## src/rtl/fetch_queue.sv

```systemverilog
// Instruction-fetch front end: pipelined, credit-limited I-mem reads feeding a PC-tagged decode queue.
// Optional same-cycle response bypass to decode is enabled by defining FETCH_BYPASS_EN.
module fetch_queue #(
  parameter logic [31:0] RESET_PC        = 32'h6000_0000,
  parameter int          QUEUE_DEPTH     = 4,
  parameter int          MAX_OUTSTANDING = 2
) (
  input  logic        clk,
  input  logic        rst,
  input  logic        br_en,
  input  logic [31:0] branch_pc,
  output logic [31:0] imem_addr,
  output logic [3:0]  imem_rmask,
  input  logic [31:0] imem_rdata,
  input  logic        imem_resp,
  output logic        if_id_valid,
  output logic [31:0] if_id_pc,
  output logic [31:0] if_id_inst,
  input  logic        id_ready
);

  localparam int          PTR_W = (QUEUE_DEPTH > 1) ? $clog2(QUEUE_DEPTH) : 1;
  localparam int          CNT_W = $clog2(QUEUE_DEPTH + 1);
  localparam int          OUT_W = $clog2(MAX_OUTSTANDING + 1);
  localparam logic [31:0] NOP   = 32'h0000_0013;

  logic [31:0]      fetch_pc_q, fetch_pc_d;
  logic [31:0]      resp_pc_q, resp_pc_d;
  logic [OUT_W-1:0] outst_q, outst_d;
  logic [OUT_W-1:0] drop_q, drop_d;
  logic [PTR_W-1:0] head_q, head_d;
  logic [PTR_W-1:0] tail_q, tail_d;
  logic [CNT_W-1:0] count_q, count_d;
  logic [31:0]      q_pc_q   [QUEUE_DEPTH];
  logic [31:0]      q_inst_q [QUEUE_DEPTH];

  logic        issue, accept, enq, pop, bypass;
  logic [31:0] in_use;

  // Slots already spoken for: queued words plus in-flight words that will be kept.
  assign in_use = 32'(count_q) + 32'(outst_q) - 32'(drop_q);

  always_comb begin
    bypass = 1'b0;
`ifdef FETCH_BYPASS_EN
    bypass = rst && imem_resp && !br_en && (count_q == '0) && (drop_q == '0);
`endif
    issue = rst && !br_en && (32'(outst_q) < 32'(MAX_OUTSTANDING))
            && (in_use < 32'(QUEUE_DEPTH));
    imem_rmask = issue ? 4'hF : 4'h0;
    imem_addr  = rst ? fetch_pc_q : RESET_PC;

    if (bypass) begin
      if_id_valid = 1'b1;
      if_id_pc    = resp_pc_q;
      if_id_inst  = imem_rdata;
    end else if (rst && (count_q != '0)) begin
      if_id_valid = 1'b1;
      if_id_pc    = q_pc_q[head_q];
      if_id_inst  = q_inst_q[head_q];
    end else begin
      if_id_valid = 1'b0;
      if_id_pc    = 32'h0;
      if_id_inst  = NOP;
    end

    accept = imem_resp && (drop_q == '0) && !br_en;
    pop    = if_id_valid && id_ready && !bypass;
    enq    = accept && !(bypass && id_ready);
  end

  always_comb begin
    fetch_pc_d = issue ? fetch_pc_q + 32'd4 : fetch_pc_q;
    resp_pc_d  = accept ? resp_pc_q + 32'd4 : resp_pc_q;
    outst_d    = outst_q + OUT_W'(issue) - OUT_W'(imem_resp);
    drop_d     = drop_q;
    if (imem_resp && (drop_q != '0)) begin
      drop_d = drop_q - OUT_W'(1);
    end
    head_d  = pop ? head_q + PTR_W'(1) : head_q;
    tail_d  = enq ? tail_q + PTR_W'(1) : tail_q;
    count_d = count_q + CNT_W'(enq) - CNT_W'(pop);

    // Redirect wins: every word still in flight becomes stale and is dropped on arrival.
    if (br_en) begin
      fetch_pc_d = branch_pc;
      resp_pc_d  = branch_pc;
      drop_d     = outst_q - OUT_W'(imem_resp);
      head_d     = tail_q;
      tail_d     = tail_q;
      count_d    = '0;
    end
  end

  always_ff @(posedge clk) begin
    if (!rst) begin
      fetch_pc_q <= RESET_PC;
      resp_pc_q  <= RESET_PC;
      outst_q    <= '0;
      drop_q     <= '0;
      head_q     <= '0;
      tail_q     <= '0;
      count_q    <= '0;
    end else begin
      fetch_pc_q <= fetch_pc_d;
      resp_pc_q  <= resp_pc_d;
      outst_q    <= outst_d;
      drop_q     <= drop_d;
      head_q     <= head_d;
      tail_q     <= tail_d;
      count_q    <= count_d;
    end
  end

  always_ff @(posedge clk) begin
    if (rst && enq) begin
      q_pc_q[tail_q]   <= resp_pc_q;
      q_inst_q[tail_q] <= imem_rdata;
    end
  end

`ifndef SYNTHESIS
  always @(posedge clk) begin
    if (rst && imem_resp) begin
      assert (outst_q != '0) else $error("fetch_queue: response with nothing outstanding");
    end
    if (rst && enq && !pop) begin
      assert (count_q != CNT_W'(QUEUE_DEPTH)) else $error("fetch_queue: queue overflow");
    end
  end
`endif

endmodule

```

## config.mk

```make
export PLATFORM = sky130hd
export DESIGN_NAME = fetch_queue
export DESIGN_NICKNAME = d
export VERILOG_FILES = /design/src/rtl/fetch_queue.sv
export SDC_FILE = /design/constraint.sdc
export NUM_CORES = 1
export LEC_CHECK = 0
export BUFFER_PORTS_ARGS = -buffer_cell sky130_fd_sc_hd__buf_2
export CAP_MARGIN = 20
export CORE_ASPECT_RATIO = 1.5
export CORE_MARGIN = 2
export CORE_UTILIZATION = 55
export DETAILED_ROUTE_END_ITERATION = 8
export PLACE_DENSITY = 0.74
export SLEW_MARGIN = 20
export SYNTH_ARGS = -nofsm -noshare
export SYNTH_HDL_FRONTEND = slang
export SYNTH_SLANG_ARGS = --single-unit
```

## constraint.sdc

```tcl
create_clock -name clk -period 3.7 [get_ports clk]
set_input_delay 0.925 -clock clk [delete_from_list [all_inputs] [get_ports clk]]
set_output_delay 0.925 -clock clk [all_outputs]
set_load 0.05 [all_outputs]
```

# Word level (Yosys, flattened, before mapping)
# Memory sizes are Yosys's and may differ from the RTL's. A register that Yosys moved wholly into a read port is not among the register bits.
# Cells that the tools add are included.
[totals]
reg_bits = 75
latchBits = 0
ram_bits = 256
rom_bits = 0
in_bits = 69
memories = 2
[classes]
n_addsub = 12
multipliers = 0
div_mod_pow = 0
order_cmp = 2
n_eq_ne = 0
shift = 0
muxes = 19
bitwise_logic = 2
reduce_logical = 19
[mem_list]
columns = ["memory", "depth", "word_bits", "rd", "rd_ports_with_merged_regs", "write_ports", "line", "rtl"]
rows = [
  ["q_inst_q", 4, 32, 1, 1, 1, "35", "logic [31:0] q_inst_q [QUEUE_DEPTH];"],
  ["q_pc_q", 4, 32, 1, 1, 1, "34", "logic [31:0] q_pc_q [QUEUE_DEPTH];"],
]
[op_table]
columns = ["op", "count"]
rows = [
  ["$mux W32", 7],
  ["$add A32 B3 Y32 const B", 2],
  ["$lt A32 B3 Y1 const B", 1],
  ["$mux W2", 8],
  ["$reduce_bool A2 Y1", 5],
  ["$logic_and A1 B1 Y1", 9],
  ["$sub A4 B2 Y5", 1],
  ["$add A2 B1 Y2 const B", 2],
  ["$add A3 B2 Y4", 1],
  ["$mux W4", 1],
  ["$sub A2 B1 Y2", 2],
  ["$add A3 B1 Y3", 1],
  ["$mux W1", 3],
  ["$reduce_bool A3 Y1", 1],
  ["$sub A3 B1 Y3", 1],
  ["$add A2 B1 Y2", 1],
  ["$logic_not A2 Y1", 1],
  ["$lt A2 B2 Y1 const B", 1],
  ["$not A1 Y1", 2],
  ["$reduce_and A2 Y1", 1],
  ["$reduce_or A2 Y1", 1],
  ["$sub A2 B1 Y2 const B", 1],
  ["$logic_not A1 Y1", 1],
]

# Longest topological paths before layout
[logic_depth]
ltp_word = 8
depth_mapped = 15

# Worst setup path after synthesis
# OpenSTA, ideal clock, no wires.
[synth_path]
path_kind = "register to output"
from = "reg outst_q[1]"
to = "out imem_rmask[0]"
t_arrival_ps = 2615
slack_ps = 160
stages_incl_launch_ff = 11
path_buffers = 2
cell_sequence = "dfxtp_1 -> inv_1 -> fa_1 -> inv_1 -> ha_1 -> nand3b_1 -> a211o_1 -> a21o_1 -> inv_2 -> buf_2 -> buf_4"
[synth_between]
elab_chain_len = 5
elab_cells_between_ends = 7
classes_between = "add/sub (2); order compare (2); mux (1); reduce/logical (2)"
[synth_rtl]
columns = ["item", "line", "rtl"]
rows = [
  ["from (decl)", "29", "logic [OUT_W-1:0] outst_q, outst_d;"],
  ["from (signal assigned)", "107", "outst_q <= outst_d;"],
  ["$add A3 B2 Y4", "41", "assign in_use = 32'(count_q) + 32'(outst_q) - 32'(drop_q);"],
  ["$sub A4 B2 Y5", "41", ""],
  ["$lt A32 B3 Y1", "49", "&& (in_use < 32'(QUEUE_DEPTH));"],
  ["$logic_and A1 B1 Y1 *", "49", ""],
  ["via issue", "37", "logic issue, accept, enq, pop, bypass;"],
  ["$mux W4 *", "50", "imem_rmask = issue ? 4'hF : 4'h0;"],
  ["to (decl)", "13", "output logic [3:0] imem_rmask,"],
]
# The timed path passes the listed nets; every way through them passes the cells marked *.

# Worst setup path in the final report
[layout_path]
from = "reg outst_q[1]"
to = "out imem_rmask[1]"
[layout_between]
elab_chain_len = 5
elab_cells_between_ends = 7
classes_between = "add/sub (2); order compare (2); mux (1); reduce/logical (2)"
[layout_rtl]
columns = ["item", "line"]
rows = [
  ["$add A3 B2 Y4", "41"],
  ["$sub A4 B2 Y5", "41"],
  ["$lt A32 B3 Y1", "49"],
  ["$logic_and A1 B1 Y1 *", "49"],
  ["$mux W4 *", "50"],
]
# Every way passes the cells marked *; elsewhere a longest branch is shown, timed or not.

==> impl_metrics.tcl <==
set metrics [dict create \
    outcome "completed" \
    grt_pass1_vias 8890 \
    grt-ovfl-total 0 \
    setup_violations 0 \
    cts_sinks 333 \
    placedInstanceArea_sq_um 15500 \
    via_per_inst 5.83 \
    crit_path_start_kind "flip-flop" \
    final_antenna_net_count 0 \
    comb_power_share_pct 10.6 \
    drc 0 \
    leakagePower_nw 5.88 \
    holdBufCountCts 0 \
    start_util_pct 55.5 \
    ioPinCount 170 \
    power.switching_w 0.00193 \
    synth_top_area_cell "edfxtp_1" \
    ys_types 59 \
    placed_cells 1439 \
    synthFlopType "edfxtp_1" \
    cts_made_buffers 30 \
    power.share.switching_pct 23.4 \
    p_seq_share_pct 51.5 \
    final_cells 1500 \
    drt_iter0_markers 652 \
    clk-insertion-delay-late_ps 560 \
    fin_area_sq_um 16600 \
    critPathKind "reg -> out" \
    crit_top_cell "inv_4" \
    met3_usage_pct 2.80 \
    die_w_um 135 \
    synth_area_per_cell_sq_um 14.6 \
    path_delay_family "adder cells" \
    path_buf_inv 4 \
    nets 1230 \
    crit_path_max_fanout 5 \
    use_met1_pct 27.3 \
    fill_cells 1895 \
    wirelength_um 29700 \
    intPower_w 0.00631 \
    critical_path_required_ps 2770 \
    worstSetupEndpointType "primary output" \
    grt_max_degree 78 \
    critical-path-max-stage-delay_ps 520 \
    wl_per_cell_um 19.8 \
    yosys.area.top_type_share_pct 54.1 \
    root_buffer "clkbuf_16" \
    antenna_cells 0 \
    dr.pass1.iters 6 \
    synthTopCellsByArea "edfxtp_1 54%, dfxtp_1 11%, mux4_2 10%, and2_1 4.3%, xnor2_1 1.9%" \
    dp_slack_ps 331 \
    cp_cell_sequence "inv_4 -> fa_1 -> inv_1 -> ha_1 -> nand3b_1 -> a211o_1 -> a21o_1 -> inv_4 -> buf_8" \
    dp_hpwl_um 19000 \
    cp_slowest_cell "fa_1" \
    irDropWorstVdd_uv 339 \
    die_area_sq_um 27200 \
    ys_seq_elements 333 \
    timing.slew.headroom_pct 50.2 \
    num_rows 72 \
    mappedNetlistArea_sq_um 14200 \
    async_flop_share_pct 0 \
    place.gp.congestion 0.926 \
    yosys-top-cells-count "256 x edfxtp_1, 98 x and2_1, 77 x dfxtp_1, 64 x mux4_2, 61 x nand2_1" \
    cts.path.max_buffers 3 \
    p_clk_share_pct 37.9 \
    min_period_ps 3650 \
    synth-edff-count 256 \
    cts_tree "done" \
    postSynthCellCount 974 \
    yosysWarnings 0 \
    drive_gt1_share_pct 27.5 \
    fin_ws_ps 48.2 \
    worstMarginPinSlew_ps 747 \
    htreeDepth 1 \
    core_region_area_sq_um 25600 \
    post-route-period-util_pct 98.7 \
    tns_ps 0 \
    cts.clk_slew.worst_paths_ps 70 \
    maxSlewViolCount 0 \
    die_h_um 201 \
    min-delay-path-class "reg -> reg" \
    grt_pass1_wl_um 46500 \
    arrival_ps 2730 \
    grt_use_met2_pct 39.1 \
    gr-usage-all-layers_pct 22.1 \
    max-cap-violations 0 \
    seq_area_frac_synth_pct 65.0 \
    portBuffers 169 \
    fin_worst_skew_ps 10.4 \
    syn-num-nets 1061 \
    fmax_ghz 0.274 \
    syn_to_final_growth_pct 16.7 \
    grt_antenna_before_repair 0 \
    powerDensity_nw_per_um2 497 \
    vias 8743 \
    grt-busiest-layer "met2" \
    hold_ws_ps 453 \
    rsz0062_at_grt "yes" \
    synth_most_common_cell "edfxtp_1" \
    hold_viol_final 0 \
]
==> layer usage <==
| layer | vias up | wire, um |
|---|---|---|
| li1 | 4067 | - |
| met1 | 4334 | 11700 |
| met2 | 279 | 15500 |
| met3 | 63 | 1420 |
| met4 | 0 | 1060 |
| met5 | - | 0 |
==> final timing paths <==
check / from / to / slack [ps] / cells past startpoint
setup / recovery: outst_q[1] / imem_rmask[1] / 50 / 9
hold / removal: fetch_pc_q[1] / fetch_pc_q[1] / 450 / 2
setup reg to reg: outst_q[1] / fetch_pc_q[20] / 600 / 11
hold reg to reg: fetch_pc_q[1] / fetch_pc_q[1] / 450 / 2
==> stage by stage <==
step / power [W] / util [%]
final: 0.00824 / 64.8
after global routing: 0.00852 / 64.8
after CTS: 0.00829 / 64.7
after detailed placement: 0.00514 / 60.5
after global placement: 0.00512 / 60.5
after floorplan: 0.00489 / -
==> sequential cells by signal, indices dropped and copies added, names as in the netlist, named ones only <==
| signal | flops |
|---|---|
| head_q | 2 |
| q_pc_q | 128 |
| resp_pc_q | 32 |
| outst_q | 2 |
| q_inst_q | 128 |
| fetch_pc_q | 32 |
| tail_q | 2 |
| drop_q | 2 |
| count_q | 3 |
==> kinds of logic after synthesis <==
| family | after synthesis | synth area share [%] |
|---|---|---|
| adders and majority gates | 18 | 1.69 |
| and+or+nand+nor | 295 | 11.4 |
| muxes | 76 | 11.0 |
| AOI/OAI and AO/OA | 127 | 5.90 |
| DFF | 333 | 65.0 |
| xor gates and xnor gates | 41 | 2.53 |
| buffers and inverters | 84 | 2.46 |
==> placed cells by master, fill, tap and decap left out, types with 19 or more instances in the layout <==
master	n
a21oi_1	37
nand2_1	61
and2_1	94
nor2_1	32
o21ai_0	26
buf_2	165
buf_4	19
clkbuf_16	33
mux4_2	64
inv_1	23
dfxtp_1	73
xnor2_1	31
edfxtp_1	256
==> worst min-delay path, delay by kind of cell, from the launching register on <==
kind               cells  cell delay (ps)
DFF                    1              300
and+or+nand+nor        1               50
AOI/OAI and AO/OA      1               50
==> power by group through the flow <==
stage / registers, W / clock network (W) / logic [W]
floorplan: 0.00428 / 0 / 0.000612
global route: 0.00426 / 0.00332 / 0.000947
CTS: 0.00424 / 0.00319 / 0.000861
global placement: 0.00431 / 0 / 0.000810
finish: 0.00425 / 0.00313 / 0.000870
detailed placement: 0.00432 / 0 / 0.000817
==> final cells by class <==
class                   count  area, sq um  share of cell area [%]
flip-flops and latches    333         9240                    55.7
clock inverters            10          106                   0.642
inverters                  26          103                   0.619
multi-input cells         557         4640                    28.0
repair buffers            195         1170                    7.05
well taps                 333          417                    2.51
clock buffers              46          905                    5.46
==> timing repair <==
| item | 4_1_cts | 5_1_grt |
|---|---|---|
| buffers inserted | 3 | 2 |
| endpoints found under the setup margin | 4 | 4 |
| pin swaps | 2 | 0 |
| endpoints found under the hold margin | 0 | 0 |
| resized for setup | 16 | 3 |
(Power assumes the default switching activity.)
